==> config.mk <==
export PLATFORM = sky130hd
export DESIGN_NAME = mult_serial_collector
export DESIGN_NICKNAME = d
export VERILOG_FILES = /design/src/rtl/mult_serial_collector.sv
export SDC_FILE = /design/constraint.sdc
export NUM_CORES = 1
export LEC_CHECK = 0
export ABC_CLOCK_PERIOD_IN_PS = 2500
export BUFFER_PORTS_ARGS = -buffer_cell sky130_fd_sc_hd__buf_2
export CAP_MARGIN = 20
export CORE_MARGIN = 3
export CORE_UTILIZATION = 56
export CTS_BUF_LIST = sky130_fd_sc_hd__clkbuf_8
export DETAILED_ROUTE_END_ITERATION = 10
export GPL_ROUTABILITY_DRIVEN = 0
export GPL_TIMING_DRIVEN = 0
export PLACE_DENSITY = 0.78
export SLEW_MARGIN = 25
export SYNTH_ARGS = -nofsm -noshare
export SYNTH_HDL_FRONTEND = slang
export SYNTH_SLANG_ARGS = --single-unit
==> constraint.sdc <==
create_clock -name CLK -period 2.5 [get_ports CLK]
set_input_delay 0.375 -clock CLK [delete_from_list [all_inputs] [get_ports CLK]]
set_output_delay 0.375 -clock CLK [all_outputs]
set_load 0.03 [all_outputs]
==> src/rtl/mult_serial_collector.sv <==
// Serial-to-parallel collector for the bit-serial multiplier product stream.
// Assembles PW=2*N serial bits into a holding register presented via valid/ready.
module mult_serial_collector #(
  parameter int N         = 4,
  parameter bit LSB_FIRST = 1'b1
) (
  input  logic           CLK,
  input  logic           RST,
  input  logic           START,
  input  logic           O_IN,
  input  logic           OUT_READY,
  output logic [2*N-1:0] P,
  output logic           P_VALID,
  output logic           BUSY,
  output logic           OVERRUN
);
  localparam int PW = 2 * N;
  localparam int CW = (PW > 2) ? $clog2(PW) : 1;

  typedef enum logic {IDLE, SHIFT} state_t;

  state_t        state;
  logic [PW-1:0] sr;
  logic [CW-1:0] count;

  logic [PW-1:0] word;
  logic [CW-1:0] idx;
  logic [CW-1:0] pos;
  logic          complete;

  // A START always begins a fresh word, so the base is cleared rather than
  // taken from the shift register; this also makes restart win over completion.
  always_comb begin
    word = START ? '0 : sr;
    idx  = START ? '0 : count;
    pos  = LSB_FIRST ? idx : CW'(PW - 1) - idx;
    word[pos] = O_IN;
    complete = (state == SHIFT) && !START && (count == CW'(PW - 1));
  end

  always_ff @(posedge CLK) begin
    if (!RST) begin
      state   <= IDLE;
      sr      <= '0;
      count   <= '0;
      P       <= '0;
      P_VALID <= 1'b0;
      BUSY    <= 1'b0;
      OVERRUN <= 1'b0;
    end else begin
      if (complete) begin
        if (!P_VALID || OUT_READY) begin
          P       <= word;
          P_VALID <= 1'b1;
        end else begin
          OVERRUN <= 1'b1;
        end
      end else if (P_VALID && OUT_READY) begin
        P_VALID <= 1'b0;
      end

      if (START) begin
        sr    <= word;
        count <= CW'(1);
        state <= SHIFT;
        BUSY  <= 1'b1;
      end else if (state == SHIFT) begin
        if (complete) begin
          count <= '0;
          state <= IDLE;
          BUSY  <= 1'b0;
        end else begin
          sr    <= word;
          count <= count + 1'b1;
        end
      end
    end
  end
endmodule
==> run metrics <==
H-tree Lvls 1; Die Y 50.4 um; Yosys top cell by area dfxtp_1; final slew viol count 0; RSZ-0062 raised after global routing false; Min Hold Slack 0.375 ns; DIE WIDTH 50.4 um; Buf+Inv Stages, Crit Path 0; Setup Total Neg Slack 0 ns; clock network power share 0.345; Finished Layout Cells 165; Final min period 1.82 ns; final wirelength 2180 um; reg-to-reg setup timing slack 0.68 ns; n_diodes 0; VDD IR max 0.317 mV; Vias 933; Post-synth ARST share 0; R2R cell count 5; actual slew at the worst max-slew pin 0.437 ns; power per standard cell area 524 mW/mm2; min setup slack post-route 0.676 ns; FF+latch area 460 um2; die area 0.00254 mm2; clk_skew 0.00374 ns; placed cell count 161; hold_buf cts 0; Root Buffer clkbuf_8; via count of the first global-routing pass 859; initial antenna violation count 0; clk buf depth 2; multi-input logic area 559 um2; number of synthesized flops with an enable pin 0; layout cells sized above 1 0.186; Hold Crit Start RST; port bufs 14; Filler cells 156; initial core utilization 0.612; Avg WL per Cell 13.2 um; remaining antenna violation count after routing 0; switch share 0.235; Post-synth top flop dfxtp_1; drt initial violations 22; Pwr Total 0.656 mW; Place WS 0.707 ns; combinational fraction of design power 0.080; Critical Path Stages 5; post-synth top area share 0.417; Max FO, Critical Path 8; Synth area leaders dfxtp_1 (42%), a21oi_1 (8.6%), mux2i_1 (4.5%); Yosys reg bits 23; Core Rows 15; crit path launch type flip-flop; Yosys warnings 0; max-cap viol count 0; RR Endpoint sr[1]; first-pass GRT wire length 3740 um; worst path arrival time 2.02 ns; CP Data Required Time 2.69 ns; DR pass1 iterations 4; Congestion Overflow GR 0; worst reg2reg startpoint count[0]; Reg power frac 0.575; Slowest cell on crit path or4_1; CTS tree yes; core area 0.00180 mm2; Area Growth Syn to Fin 13.4%; Slew HR 0.709; via/cell ratio 5.65; Clk pin slew, worst setup/hold paths 0.08 ns; final setup fails 0; post-synthesis instance total 122; Crit Path Category flip-flop to flip-flop; slowest stage delay, CP 0.46 ns; CP Capture Point sr[1]; Resized Gates After CTS 0; CTS buffer count 3; crit-path cells ha_1, ha_1, nand3b_1, or4_1, a21oi_1; Clock Sinks 23; I/O Pins 16; post-synth cell types 31; synthesized area 0.00110 mm2; Final HPWL DP 1630 um; Worst Hold Class input pin to flip-flop; Worst setup EP type flip-flop; P_int 0.502 mW; CP most frequent cell ha_1; Post-Syn Area per Cell 9.05 um2; Top delay family on crit path simple AND/OR/NAND/NOR gates; setup repair bufs after CTS 0; final hold viol count 0; syn_nets 129; Tcrit/Tclk final 0.730; Worst-Skew Late Latency 0.26 ns; P_leak 0.480 nW; fmax 0.548 GHz; DRC viols 0; Seq/Total Area, Yosys 0.417; largest net degree at the start of global routing 14; P_sw 0.154 mW; Crit. Startpoint count[0]; outcome finished, final reports clean; GR Util All Layers 0.190; nets 148
[state kept, by name, summed over array words and instances, names as in the netlist]
register	cells
sr	8
BUSY	1
P_VALID	1
P	8
state	1
count	3
OVERRUN	1
[power groups by stage]
| stage | Clock (mW) | Combinational, mW | Sequential, mW |
|---|---|---|---|
| after global placement | 0 | 0.0514 | 0.386 |
| after floorplan | 0 | 0.0363 | 0.387 |
| after global routing | 0.245 | 0.0581 | 0.378 |
| after CTS | 0.229 | 0.0524 | 0.377 |
| final | 0.226 | 0.0526 | 0.377 |
| after detailed placement | 0 | 0.0517 | 0.386 |
[worst register-to-register path, cell delays in order (launching register included)]
cell and delay [ns]:
dfxtp_1 0.38, ha_1 0.22, ha_1 0.26, nand3b_1 0.31, or4_1 0.46, a21oi_1 0.13
[per-stage QoR]
stage / instance area (um2) / util
finish: 1250 / 0.694
global route: 1250 / 0.694
CTS: 1250 / 0.694
detailed placement: 1200 / 0.669
global placement: 1200 / 0.669
floorplan: 1100 / -
[synth_stat cells, types with 3 or more instances]
| library cell | count |
|---|---|
| a211oi_1 | 5 |
| clkbuf_1 | 3 |
| o21ai_0 | 10 |
| a311oi_1 | 3 |
| mux2i_1 | 5 |
| a21oi_1 | 19 |
| nand3_1 | 4 |
| nand2b_1 | 4 |
| inv_1 | 4 |
| nand2_1 | 4 |
| buf_6 | 4 |
| nand3b_1 | 4 |
| dfxtp_1 | 23 |
| or3_1 | 5 |
| nor2_1 | 4 |
[per-layer routing]
layer / wire length, um / up-vias / GRT usage
met4: 36 / 0 / 0.0807
li1: - / 483 / -
met5: 0 / - / 0
met1: 1100 / 432 / 0.252
met2: 979 / 14 / 0.309
met3: 65 / 4 / 0.0267
[worst min path at each step]
stage / slack (ns) / end / cells after the start
3_3_place_gp: 0.45 / OVERRUN / 1
6_report: 0.38 / OVERRUN / 2
2_1_floorplan: 0.45 / sr[1] / 2
3_5_place_dp: 0.47 / sr[1] / 2
4_1_cts: 0.38 / OVERRUN / 2
5_1_grt: 0.38 / BUSY / 3
[placed cells by master (no fill, tap or decap), drive strengths merged, types with 4 or more instances in the layout]
cell type / n
o21ai: 10
inv: 4
nand2: 4
nand3: 4
a21oi: 19
a311oi: 4
a211oi: 5
mux2i: 5
dfxtp: 23
nor2: 4
nand3b: 4
buf: 20
or3: 5
nand2b: 4
clkbuf: 6
[cell families (layout without fill, tap and decap cells)]
logic type	after synthesis	after routing	synth area share
flops	23	23	0.417
mux	5	5	0.0454
compound gates	42	42	0.231
simple gates	37	37	0.207
fa+ha+maj	2	2	0.0227
buf+inv	13	31	0.0760
[final cells by class]
| cell class | instances | area share |
|---|---|---|
| multi-input cells | 86 | 0.447 |
| flip-flops and latches | 23 | 0.368 |
| repair buffers | 14 | 0.0560 |
| plain buffers | 9 | 0.0550 |
| clock buffers | 3 | 0.0330 |
| well taps | 25 | 0.0250 |
| inverters | 4 | 0.0120 |
| clock inverters | 1 | 0.00400 |
Power figures use the tool's default switching activity.
